<file path="src/rtl/cc_game_pkg.sv">
// Shared types and constants for the car-game background scroller.
// Holds the FSM encoding, geometry defaults, LFSR taps and score limits.
package cc_game_pkg;

  localparam int RDATAWIDTH_DEF = 8;
  localparam int NROWS_DEF      = 8;

  localparam int               SCORE_W   = 8;
  localparam logic [SCORE_W-1:0] SCORE_MAX = 8'hFF;

  // Feedback taps l[7]^l[5]^l[4]^l[3]
  localparam logic [7:0] LFSR_TAPS = 8'hB8;

  typedef enum logic [2:0] {
    ST_IDLE,
    ST_WAIT_LOAD,
    ST_SHIFT,
    ST_INSERT,
    ST_CHECK,
    ST_CRASHED
  } state_e;

  function automatic logic [7:0] lfsr_next(input logic [7:0] l);
    return {l[6:0], ^(l & LFSR_TAPS)};
  endfunction

endpackage

</file>
<file path="src/rtl/cc_lfsr8.sv">
// 8-bit Fibonacci LFSR that steps only when advance is high.
// A zero seed would lock the register, so it is replaced by 8'h01.
module cc_lfsr8
  import cc_game_pkg::*;
#(
  parameter logic [7:0] SEED = 8'hA5
) (
  input  logic       clk,
  input  logic       rst,
  input  logic       advance,
  output logic [7:0] value
);

  localparam logic [7:0] SEED_EFF = (SEED == 8'h00) ? 8'h01 : SEED;

  logic [7:0] lfsr_q, lfsr_d;

  always_comb begin
    lfsr_d = lfsr_q;
    if (advance) lfsr_d = lfsr_next(lfsr_q);
  end

  always_ff @(posedge clk) begin
    if (rst) lfsr_q <= SEED_EFF;
    else     lfsr_q <= lfsr_d;
  end

  assign value = lfsr_q;

endmodule

</file>
<file path="src/rtl/cc_background_scroller.sv">
// Scrolling road bank: each load strobe shifts rows toward the player, drops
// in LFSR-chosen rival cars, counts passed car rows and latches a collision.
module cc_background_scroller
  import cc_game_pkg::*;
#(
  parameter int         RDATAWIDTH = RDATAWIDTH_DEF,
  parameter int         NROWS      = NROWS_DEF,
  parameter logic [7:0] SEED       = 8'hA5,
  parameter int         GAP_ROWS   = 2
) (
  input  logic                  CC_BackScroll_CLOCK_50,
  input  logic                  CC_BackScroll_RESET_InHigh,
  input  logic                  CC_BackScroll_load_InLow,
  input  logic                  CC_BackScroll_enable_InHigh,
  input  logic [RDATAWIDTH-1:0] CC_BackScroll_player_InBUS,
  input  logic [2:0]            CC_BackScroll_rowSel_InBUS,
  output logic [RDATAWIDTH-1:0] CC_BackScroll_row_OutBUS,
  output logic                  CC_BackScroll_crash_OutHigh,
  output logic                  CC_BackScroll_shiftDone_OutHigh,
  output logic [SCORE_W-1:0]    CC_BackScroll_score_OutBUS
);

  logic clk, rst;
  assign clk = CC_BackScroll_CLOCK_50;
  assign rst = CC_BackScroll_RESET_InHigh;

  state_e                                state_q, state_d;
  logic [NROWS-1:0][RDATAWIDTH-1:0]      rows_q, rows_d;
  logic [RDATAWIDTH-1:0]                 rd_q, rd_d;
  logic [7:0]                            gap_q, gap_d;
  logic [SCORE_W-1:0]                    score_q, score_d;
  logic                                  crash_q, crash_d;
  logic                                  done_q, done_d;
  logic                                  load_prev_q, load_prev_d;

  logic       lfsr_adv;
  logic [7:0] lfsr_val;
  logic       lfsr_unused;
  logic       strobe, collide;
  logic [RDATAWIDTH-1:0] car;

  cc_lfsr8 #(.SEED(SEED)) u_lfsr (
    .clk     (clk),
    .rst     (rst),
    .advance (lfsr_adv),
    .value   (lfsr_val)
  );

  // Only the low three bits choose a lane; the rest is sequence state.
  assign lfsr_unused = ^lfsr_val[7:3];

  assign strobe  = load_prev_q & ~CC_BackScroll_load_InLow;
  assign collide = |(rows_q[NROWS-1] & CC_BackScroll_player_InBUS);
  assign car     = {{(RDATAWIDTH-1){1'b0}}, 1'b1} << lfsr_val[2:0];

  always_comb begin
    state_d     = state_q;
    rows_d      = rows_q;
    gap_d       = gap_q;
    score_d     = score_q;
    crash_d     = crash_q;
    done_d      = 1'b0;
    lfsr_adv    = 1'b0;
    load_prev_d = CC_BackScroll_load_InLow;

    // Out-of-range selects fall through to zero.
    rd_d = '0;
    for (int i = 0; i < NROWS; i++)
      if (int'(CC_BackScroll_rowSel_InBUS) == i) rd_d = rows_q[i];

    unique case (state_q)
      ST_IDLE: if (CC_BackScroll_enable_InHigh) state_d = ST_WAIT_LOAD;
      ST_WAIT_LOAD: begin
        if (collide) begin
          crash_d = 1'b1;
          state_d = ST_CRASHED;
        end else if (strobe) begin
          state_d = ST_SHIFT;
        end else if (!CC_BackScroll_enable_InHigh) begin
          state_d = ST_IDLE;
        end
      end
      ST_SHIFT: begin
        if (rows_q[NROWS-1] != '0 && score_q != SCORE_MAX) score_d = score_q + 1'b1;
        for (int i = NROWS-1; i > 0; i--) rows_d[i] = rows_q[i-1];
        rows_d[0] = '0;
        state_d   = ST_INSERT;
      end
      ST_INSERT: begin
        lfsr_adv = 1'b1;
        if (gap_q == 8'(GAP_ROWS)) begin
          rows_d[0] = car;
          gap_d     = '0;
        end else begin
          gap_d = gap_q + 8'd1;
        end
        state_d = ST_CHECK;
      end
      ST_CHECK: begin
        if (collide) begin
          crash_d = 1'b1;
          state_d = ST_CRASHED;
        end else begin
          done_d  = 1'b1;
          state_d = ST_WAIT_LOAD;
        end
      end
      ST_CRASHED: state_d = ST_CRASHED;
      default:    state_d = ST_IDLE;
    endcase
  end

  always_ff @(posedge clk) begin
    if (rst) begin
      state_q     <= ST_IDLE;
      rows_q      <= '0;
      rd_q        <= '0;
      gap_q       <= '0;
      score_q     <= '0;
      crash_q     <= 1'b0;
      done_q      <= 1'b0;
      load_prev_q <= 1'b1;
    end else begin
      state_q     <= state_d;
      rows_q      <= rows_d;
      rd_q        <= rd_d;
      gap_q       <= gap_d;
      score_q     <= score_d;
      crash_q     <= crash_d;
      done_q      <= done_d;
      load_prev_q <= load_prev_d;
    end
  end

  assign CC_BackScroll_row_OutBUS        = rd_q;
  assign CC_BackScroll_crash_OutHigh     = crash_q;
  assign CC_BackScroll_shiftDone_OutHigh = done_q;
  assign CC_BackScroll_score_OutBUS      = score_q;

endmodule

</file>
<file path="config.mk">
export PLATFORM = sky130hd
export DESIGN_NAME = cc_background_scroller
export DESIGN_NICKNAME = d
export VERILOG_FILES = /design/src/rtl/cc_game_pkg.sv /design/src/rtl/cc_lfsr8.sv /design/src/rtl/cc_background_scroller.sv
export SDC_FILE = /design/constraint.sdc
export NUM_CORES = 1
export LEC_CHECK = 0
export CAP_MARGIN = 30
export CORE_AREA = 2 2 100 102
export DETAILED_ROUTE_END_ITERATION = 12
export DIE_AREA = 0 0 102 104
export GPL_TIMING_DRIVEN = 0
export PLACE_DENSITY_LB_ADDON = 0.2
export SLEW_MARGIN = 30
export SYNTH_ARGS = -nofsm -noshare
export SYNTH_HDL_FRONTEND = slang
export SYNTH_SLANG_ARGS = --single-unit
</file>
<file path="constraint.sdc">
create_clock -name CC_BackScroll_CLOCK_50 -period 2.3 [get_ports CC_BackScroll_CLOCK_50]
set_clock_uncertainty 0.05 [all_clocks]
set_input_delay 0.69 -clock CC_BackScroll_CLOCK_50 [delete_from_list [all_inputs] [get_ports CC_BackScroll_CLOCK_50]]
set_output_delay 0.69 -clock CC_BackScroll_CLOCK_50 [all_outputs]
set_load 0.1 [all_outputs]
</file>
==> impl_metrics.csv, run 1 <==
group,metric,value,unit
run_status,status,"completed",
yosys,syn_area,4360,um2
sta,timing.final.ws_setup,0.0393,ns
routing,dr.pass1.iters,5,
worst_setup_path,worst-path-stages,1,
yosys,ys.flop_type,"dfxtp_1",
global_routing,overflow,0,
cells_and_area,final_cell_mix,"nand2_1, dfxtp_1, a21oi_1",
placed_design,io_buffers,28,
yosys,synth_edf_count,0,
job,maxCapViolations,0,
pwr,leakagePower,1.61,nW
yosys,ys_ff_latch,102,
die,fp.dieW,102,um
worst_setup_path,reg2reg_to,"rows_q[4]",
yosys,syn_nets,528,
die,die_area,10600,um2
worst_setup_path,cp-start-kind,"flip-flop",
cts,cts_buffers,9,
placed_design,dp_hpwl,7420,um
pwr,powerDensity,603,nW/um2
routing,route.detailed.drc,0,
placed_design,place_area,4810,um2
worst_setup_path,worstPathMaxFanout,1,
cts,clock-sinks,102,
cts,htree_levels,3,
cells_and_area,layout.nets,567,
sta,post-route-min-period,2.26,ns
worst_hold_path,hold_depth,2,
global_routing,grt_pass1_vias,3426,
routing,routed_wirelength,10400,um
yosys,synth-async-reset-ratio,0,
sta,period_share,0.983,
sta,max_clock_freq,442,MHz
worst_setup_path,slowest_delay,0.82,ns
worst_setup_path,worst_ep_required_time,1.56,ns
worst_setup_path,cp_top_family,"buffers and inverters",
sta,fin_setup_tns,0,ns
yosys,syn_inst,510,
yosys,ys_warn_count,0,
worst_setup_path,startpoint,"CC_BackScroll_row_OutBUS[5]",
cells_and_area,diodes,0,
sta,slew_violations,0,
yosys,synth_cell_type_count,48,
die,ios,33,
yosys,seq_area_frac_synth,0.468,
die,die_h,104,um
global_routing,antenna_found_initial,0,
worst_setup_path,path_cells,"clkdlybuf4s15_1",
worst_setup_path,worstReg2RegStart,"gap_q[0]",
sta,max_slew_margin,0.359,
global_routing,grt.total_usage,0.203,
sta,rsz0062_at_grt,"no",
yosys,syn_avg_cell_area,8.55,um2
cts,cts_root_buf,"clkbuf_8",
cells_and_area,drive_gt1_frac,0.112,
sta,holdWs,0.417,ns
worst_setup_path,crit_type,"reg -> out",
worst_setup_path,rrSetupSlack,0.34,ns
cells_and_area,final_common_cell,"nand2_1",
routing,ant_nets,0,
worst_hold_path,hp-class,"reg -> reg",
cts,cts_buffer_depth,2,
worst_setup_path,crit_slowest_cell,"clkdlybuf4s15_1",
global_routing,grt_max_degree,17,
die,core_area,9550,um2
pwr,ir_worst_vdd,286,uV
worst_setup_path,crit_arrival,1.52,ns
routing,drt_iter0_markers,179,
cells_and_area,final_area,4980,um2
die,num_rows,36,
cells_and_area,syn2layout_area_growth,14.3,%
cells_and_area,stdcell_count,687,
cts,tritoncts,"done",
cells_and_area,nFillCells,924,
worst_setup_path,end_kind,"output pin",
routing,viasPerCell,5.46,
placed_design,placedCellCount,671,
routing,routedWlPerCell,15.2,um
die,start_util,0.456,
sta,setup_violations,0,
cells_and_area,fin_util,0.522,
pwr,total_power,3.01,mW
cts,clkTransAtPathRegs,0.10,ns
sta,hold_viol,0,
worst_setup_path,crit_end,"CC_BackScroll_row_OutBUS[5]",
sta,tightest_slew,0.966,ns
cts,clk-insertion-delay-late,0.37,ns
global_routing,grt_pass1_wl,17200,um
routing,via_count,3748,
worst_setup_path,crit_buf_inv,1,
placed_design,gp_congestion,0.843,
cts,cts_hold_buf,0,
placed_design,post-place-ws,-0.193,ns
worst_setup_path,ff2ff_path_depth,7,
-- registers in the layout (all words and copies together), names as in the netlist --
| signal | cells |
|---|---|
| load_prev_q | 1 |
| CC_BackScroll_score_OutBUS | 8 |
| u_lfsr.value | 8 |
| CC_BackScroll_crash_OutHigh | 1 |
| gap_q | 8 |
| state_q | 3 |
| CC_BackScroll_row_OutBUS | 8 |
| rows_q | 64 |
| CC_BackScroll_shiftDone_OutHigh | 1 |
-- worst min path at each step --
stage / startpoint / end / slack [ns]
after floorplan: u_lfsr.value[6] / u_lfsr.value[6] / 0.39
after global placement: rows_q[16] / rows_q[24] / 0.40
after detailed placement: u_lfsr.value[6] / u_lfsr.value[6] / 0.41
after CTS: rows_q[17] / rows_q[25] / 0.41
after global routing: rows_q[17] / rows_q[25] / 0.43
final: rows_q[17] / rows_q[25] / 0.42
-- power by group --
group | switching [mW] | internal (mW)
registers | 0.00476 | 1.77
logic | 0.148 | 0.0616
clock network | 0.621 | 0.395
total | 0.775 | 2.23
-- kinds of logic after synthesis --
| logic type | Yosys count | synth area share |
|---|---|---|
| AO/OA/AOI/OAI | 111 | 0.147 |
| AND/OR/NAND/NOR | 224 | 0.239 |
| multiplexers | 20 | 0.0766 |
| adder cells (fa/ha/maj) | 3 | 0.00861 |
| XOR/XNOR | 9 | 0.0181 |
| flip-flops | 102 | 0.468 |
| buffers and inverters | 41 | 0.0419 |
-- per-layer routing --
layer | wire, um | up-vias | global-route usage
li1 | - | 1853 | -
met1 | 4940 | 1800 | 0.287
met2 | 4900 | 86 | 0.319
met3 | 486 | 9 | 0.0383
met4 | 116 | 0 | 0.0514
met5 | 0 | - | 0
-- synthesized netlist by cell type (3+ instances only) --
cell,count,area share
nand4_1,5,0.0072
or4b_1,3,0.0069
o21ai_0,3,0.0034
nand3b_1,5,0.0086
a22oi_1,4,0.0069
clkbuf_1,24,0.021
a21oi_1,78,0.090
mux2_2,7,0.018
or3_1,5,0.0072
nand3_1,6,0.0069
nand2b_1,5,0.0072
o22ai_1,6,0.0086
or4_1,6,0.010
a2111oi_0,6,0.012
buf_4,3,0.0052
nor4_1,4,0.0057
dfxtp_1,102,0.47
inv_1,4,0.0034
ha_1,3,0.0086
nand2_1,143,0.12
nor2_1,28,0.024
xnor2_1,5,0.010
mux2i_1,3,0.0069
mux4_2,10,0.052
xor2_1,4,0.0080
o31ai_1,4,0.0069
buf_2,8,0.0092
-- area by class of cell --
| class | count | area (um2) | share of cell area |
|---|---|---|---|
| plain buffers | 37 | 168 | 0.0336 |
| clock buffers | 11 | 131 | 0.0264 |
| clock inverters | 5 | 36.3 | 0.00728 |
| inverters | 4 | 15.0 | 0.00301 |
| multi-input cells | 367 | 2130 | 0.428 |
| flip-flops and latches | 102 | 2040 | 0.410 |
| well taps | 133 | 166 | 0.0334 |
| repair buffers | 28 | 290 | 0.0582 |
-- what timing repair did --
item                       4_1_cts  5_1_grt
setup endpoints to repair       18        8
resized for setup               36        8
buffers inserted                 0        0
Note: power is estimated with default switching activity, not from simulation.
==> run 2, diff against run 1 <==
--- a/config.mk
+++ b/config.mk
@@ -10,7 +10,7 @@
 export DETAILED_ROUTE_END_ITERATION = 12
 export DIE_AREA = 0 0 102 104
 export GPL_TIMING_DRIVEN = 0
-export PLACE_DENSITY_LB_ADDON = 0.2
+export PLACE_DENSITY_LB_ADDON = 0.3
 export SLEW_MARGIN = 30
 export SYNTH_ARGS = -nofsm -noshare
 export SYNTH_HDL_FRONTEND = slang
==> run 2 against run 1 <==
Effect of this change: die area unchanged; power increased by 10%; flip-flop and latch count unchanged; via count increased by 0.48%; clock power increased by 30%; first-iteration DRC count increased by 40%; core utilization increased by 0.64 points; largest power group unchanged.
==> impl_metrics.csv, run 2 (same netlist as run 1, synthesis figures left out) <==
group,metric,value,unit
worst_setup_path,cp-start-kind,"flip-flop",
worst_setup_path,crit_buf_inv,1,
worst_setup_path,slowest_delay,0.85,ns
cts,clk-insertion-delay-late,0.36,ns
routing,routed_wirelength,10400,um
routing,ant_nets,0,
cells_and_area,drive_gt1_frac,0.114,
worst_setup_path,cp_top_family,"buffers and inverters",
cts,cts-resized-gates,37,
die,core_area,9550,um2
worst_setup_path,crit_slowest_cell,"dlygate4sd2_1",
die,ios,33,
routing,drt_iter0_markers,250,
sta,setup_violations,0,
cts,tritoncts,"done",
worst_setup_path,crit_type,"reg -> out",
run_status,status,"completed",
cells_and_area,final_common_cell,"nand2_1",
cts,cts_hold_buf,0,
cells_and_area,fin_util,0.528,
cts,cts_buffers,9,
job,maxCapViolations,0,
die,num_rows,36,
sta,holdWs,0.419,ns
global_routing,overflow,0,
sta,post-route-min-period,2.28,ns
cells_and_area,final_cell_mix,"nand2_1, dfxtp_1, a21oi_1",
global_routing,top_usage_layer,"met2",
worst_setup_path,worstPathMaxFanout,1,
sta,max_slew_margin,0.355,
cells_and_area,syn2layout_area_growth,15.7,%
cts,clock-sinks,102,
cells_and_area,regMostFlops,"rows_q",
placed_design,io_buffers,28,
routing,dr.pass1.iters,5,
placed_design,gp_congestion,0.871,
global_routing,met3_usage,0.0269,
global_routing,grtUsageMet1,0.287,
worst_setup_path,path_cells,"dlygate4sd2_1",
placed_design,place_area,4810,um2
cts,htree_levels,3,
cts,cts_buffer_depth,2,
worst_setup_path,end_kind,"output pin",
global_routing,gr-usage-met2,0.323,
worst_setup_path,worst-path-stages,1,
global_routing,grt.total_usage,0.204,
worst_setup_path,worst_ep_required_time,1.56,ns
pwr,ir_worst_vdd,437,uV
cells_and_area,largest_reg_flops,64,
sta,tightest_slew,0.971,ns
pwr,total_power,3.32,mW
cells_and_area,stdcell_count,687,
worst_setup_path,crit_arrival,1.54,ns
sta,max_clock_freq,439,MHz
worst_hold_path,hp-class,"reg -> reg",
pwr,leakagePower,1.66,nW
cells_and_area,diodes,0,
global_routing,grt_max_degree,17,
routing,routedWlPerCell,15.1,um
routing,route.detailed.drc,0,
cells_and_area,layout.nets,567,
die,die_h,104,um
sta,rsz0062_at_grt,"no",
cts,cts_setup_buffers,0,
cells_and_area,final_area,5040,um2
global_routing,antenna_found_initial,0,
die,fp.dieW,102,um
sta,period_share,0.990,
worst_hold_path,hold_depth,2,
sta,hold_viol,0,
sta,slew_violations,0,
pwr,powerDensity,658,nW/um2
routing,viasPerCell,5.48,
cts,cts_root_buf,"clkbuf_8",
global_routing,grt_pass1_vias,3536,
placed_design,placedCellCount,671,
die,start_util,0.456,
worst_setup_path,ff2ff_path_depth,5,
global_routing,grt_pass1_wl,17200,um
routing,via_count,3766,
die,die_area,10600,um2
cts,clkTransAtPathRegs,0.09,ns
worst_setup_path,rrSetupSlack,0.32,ns
placed_design,dp_hpwl,7520,um
run 2: stage by stage:
stage	setup TNS [ns]	setup WS [ns]
CTS	0	0.00496
floorplan	0	0.00133
finish	0	0.0240
global route	0	0.00315
detailed placement	-0.578	-0.105
global placement	-0.435	-0.0993
run 2: metal layers:
| layer | vias up | part of all wire |
|---|---|---|
| met5 | - | 0 |
| met4 | 0 | 0.017 |
| met3 | 16 | 0.051 |
| met2 | 96 | 0.47 |
| met1 | 1812 | 0.46 |
| li1 | 1842 | - |
run 2: power breakdown:
group / internal [mW] / leakage [nW] / switching [mW] / total, mW
combinational: 0.0612 / 0.722 / 0.148 / 0.209
clock: 0.728 / 0.114 / 0.605 / 1.33
sequential: 1.77 / 0.823 / 0.00464 / 1.78
run 2: path summary, 6_finish.rpt:
kind                                 endpoint                   startpoint
setup / recovery  CC_BackScroll_row_OutBUS[5]  CC_BackScroll_row_OutBUS[5]
hold / removal                     rows_q[43]                   rows_q[35]
setup reg to reg                   rows_q[45]                   state_q[1]
hold reg to reg                    rows_q[43]                   rows_q[35]
run 2: final cells by class:
| type | instances | area, um2 |
|---|---|---|
| Multi-Input combinational cell | 367 | 2130 |
| Fill cell | 901 | 4500 |
| Tap cell | 133 | 166 |
| Sequential cell | 102 | 2040 |
| Clock inverter | 5 | 106 |
| Buffer | 37 | 168 |
| Timing Repair Buffer | 28 | 282 |
| Clock buffer | 11 | 131 |
| Inverter | 4 | 15.0 |
==> run 3, diff against run 2 <==
--- a/config.mk
+++ b/config.mk
@@ -6,12 +6,13 @@
 export NUM_CORES = 1
 export LEC_CHECK = 0
 export CAP_MARGIN = 30
-export CORE_AREA = 2 2 100 102
+export CORE_AREA = 2 2 102 104
 export DETAILED_ROUTE_END_ITERATION = 12
-export DIE_AREA = 0 0 102 104
+export DIE_AREA = 0 0 104 106
 export GPL_TIMING_DRIVEN = 0
 export PLACE_DENSITY_LB_ADDON = 0.3
 export SLEW_MARGIN = 30
 export SYNTH_ARGS = -nofsm -noshare
 export SYNTH_HDL_FRONTEND = slang
+export SYNTH_HIERARCHICAL = 1
 export SYNTH_SLANG_ARGS = --single-unit
==> run 3 against run 2 <==
Effect of this change: clock power is 20% lower; register-to-register slack improved by 0.08 ns; sequential power about the same; synthesized cell count rose by 0.20%; combinational power increased by 11%; core utilization shrank 2.2 points; final cell count up 0.58%; sequential share of layout area decreased by 0.15 points.
==> impl_metrics.csv, run 3 <==
group,metric,value,unit
run_status,status,"completed",
global_routing,grt_pass1_wl,17500,um
worst_setup_path,path_cells,"dlygate4sd2_1",
placed_design,io_buffers,30,
placed_design,placedCellCount,677,
worst_setup_path,cp_top_family,"buffers and inverters",
placed_design,dp_hpwl,7410,um
worst_setup_path,rrSetupSlack,0.40,ns
placed_design,place_area,4860,um2
sta,tightest_slew,0.968,ns
cells_and_area,final_area,5060,um2
yosys,syn_area,4390,um2
yosys,synth_top_area_frac,0.465,
routing,dr.pass1.iters,5,
sta,post-route-min-period,2.26,ns
routing,via_count,3707,
placed_design,gp_congestion,0.847,
yosys,ys.flop_type,"dfxtp_1",
job,maxCapViolations,0,
cells_and_area,regMostFlops,"rows_q",
die,fp.dieW,104,um
cts,cts_buffers,9,
pwr,p_sw_frac,0.243,
pwr,powerDensity,609,nW/um2
yosys,synth-async-reset-ratio,0,
worst_setup_path,worstPathMaxFanout,1,
yosys,ys_ff_latch,102,
pwr,clockPowerShare,0.348,
worst_setup_path,crit_arrival,1.52,ns
sta,rsz0062_at_grt,"no",
cts,tritoncts,"done",
cells_and_area,stdcell_count,691,
cells_and_area,largest_reg_flops,64,
worst_setup_path,startpoint,"CC_BackScroll_row_OutBUS[0]",
yosys,yosysMostFrequentCell,"nand2_1",
sta,period_share,0.981,
yosys,synth_cell_type_count,52,
cells_and_area,final_common_cell,"nand2_1",
pwr,p_comb_frac,0.075,
pwr,p_int,2.33,mW
worst_hold_path,hp-class,"reg -> reg",
worst_setup_path,crit_buf_inv,1,
worst_setup_path,ff2ff_path_depth,6,
die,num_rows,37,
worst_setup_path,cp-start-kind,"flip-flop",
routing,drt_iter0_markers,245,
routing,route.detailed.drc,0,
sta,slew_violations,0,
cts,clk-insertion-delay-late,0.36,ns
sta,max_clock_freq,443,MHz
yosys,syn_avg_cell_area,8.59,um2
pwr,seqPwrFrac,0.577,
global_routing,grt_max_degree,16,
pwr,p_sw,0.749,mW
yosys,synth_area_leaders,"dfxtp_1, nand2_1, a21oi_1",
worst_setup_path,slowest_delay,0.85,ns
cells_and_area,drive_gt1_frac,0.139,
yosys,synth_edf_count,0,
yosys,syn_nets,529,
worst_setup_path,worst_ep_required_time,1.56,ns
worst_setup_path,worstReg2RegStart,"gap_q[0]",
cts,clock-sinks,102,
cts,clkTransAtPathRegs,0.09,ns
worst_setup_path,end_kind,"output pin",
routing,viasPerCell,5.36,
sta,setup_violations,0,
cts,cts_root_buf,"clkbuf_8",
routing,routed_wirelength,10400,um
global_routing,grt.total_usage,0.196,
cells_and_area,syn2layout_area_growth,15.3,%
routing,ant_nets,0,
worst_setup_path,crit_slowest_cell,"dlygate4sd2_1",
cells_and_area,layout.nets,570,
yosys,yosysTopAreaCell,"dfxtp_1",
yosys,ys_warn_count,6,
die,start_util,0.439,
worst_setup_path,reg2reg_to,"rows_q[5]",
die,core_area,10000,um2
cells_and_area,diodes,0,
worst_setup_path,worst-path-stages,1,
worst_setup_path,crit_end,"CC_BackScroll_row_OutBUS[0]",
die,die_area,11000,um2
yosys,seq_area_frac_synth,0.465,
global_routing,overflow,0,
yosys,synth_common_cells,"nand2_1, dfxtp_1, a21oi_1",
cts,htree_levels,3,
cts,cts_buffer_depth,2,
yosys,syn_inst,511,
worst_setup_path,crit_type,"reg -> out",
worst_hold_path,hp-start,"rows_q[21]",
cts,cts_setup_buffers,0,
sta,hold_viol,0,
pwr,leakagePower,1.69,nW
routing,routedWlPerCell,15.1,um
global_routing,grt_pass1_vias,3593,
global_routing,antenna_found_initial,0,
pwr,ir_worst_vdd,256,uV
sta,max_slew_margin,0.357,
cells_and_area,final_cell_mix,"nand2_1, dfxtp_1, a21oi_1",
die,die_h,106,um
die,ios,33,
[run 3: cell count changes after synthesis, sizes merged, moves of 3 or more]
cell    change
nand2b      +3
nand3b      -3
buf         +6
a21oi       -7
nor2        +3
nand3       +5
or3         -3
clkbuf      -8
mux2        +3
mux4        -3
nand2      -13
mux2i       +6
[run 3: layer usage]
metal / routed length [um] / up-vias / track usage
met4: 148 / 0 / 0.0714
li1: - / 1853 / -
met3: 552 / 12 / 0.0356
met5: 0 / - / 0
met2: 4900 / 97 / 0.324
met1: 4820 / 1745 / 0.257
[run 3: cell type report]
cell class / count / area [um2]
fillers: 937 / 4940
multi-input cells: 369 / 2170
flip-flops and latches: 102 / 2040
repair buffers: 30 / 302
plain buffers: 35 / 180
well taps: 136 / 170
clock buffers: 10 / 128
clock inverters: 4 / 50.0
inverters: 5 / 18.8
[run 3: logic make-up after synthesis]
logic type | count (synthesis) | share of synthesized area
AOI/OAI and AO/OA | 110 | 0.146
buffers and inverters | 40 | 0.0430
muxes | 26 | 0.0829
xor gates and xnor gates | 10 | 0.0199
DFF | 102 | 0.465
and+or+nand+nor | 220 | 0.234
adders and majority gates | 3 | 0.00855
[run 3: power groups by stage]
stage	sequential, mW	clock [mW]	combinational (mW)
5_1_grt	1.78	1.17	0.247
4_1_cts	1.78	1.10	0.226
3_5_place_dp	1.82	0	0.227
6_report	1.78	1.07	0.231
3_3_place_gp	1.82	0	0.225
2_1_floorplan	1.87	0	0.104
[run 3: timing repair]
| action | CTS | global route |
|---|---|---|
| gates resized for setup | 43 | 16 |
| setup endpoints to repair | 86 | 48 |
| hold buffers | 0 | 0 |
| pin swaps | 0 | 1 |
[run 3: worst min path at each step]
stage               slack, ns  cells after the start         end
floorplan                0.39                      2  rows_q[55]
global placement         0.40                      2  rows_q[26]
detailed placement       0.40                      2  rows_q[27]
CTS                      0.42                      2  rows_q[29]
global route             0.44                      2  rows_q[49]
finish                   0.42                      2  rows_q[29]
[run 3: per-stage QoR]
step                      setup slack [ns]  hold slack [ns]  setup TNS, ns  total power [mW]  utilization
after floorplan                     0.0647            0.392              0              1.97            -
after global routing               0.00343            0.438              0              3.20        0.506
after detailed placement            -0.627            0.405         -33.21              2.05        0.486
after CTS                          0.00906            0.424              0              3.11        0.505
after global placement              -0.600            0.401         -32.47              2.05        0.486
final                               0.0443            0.421              0              3.08        0.506
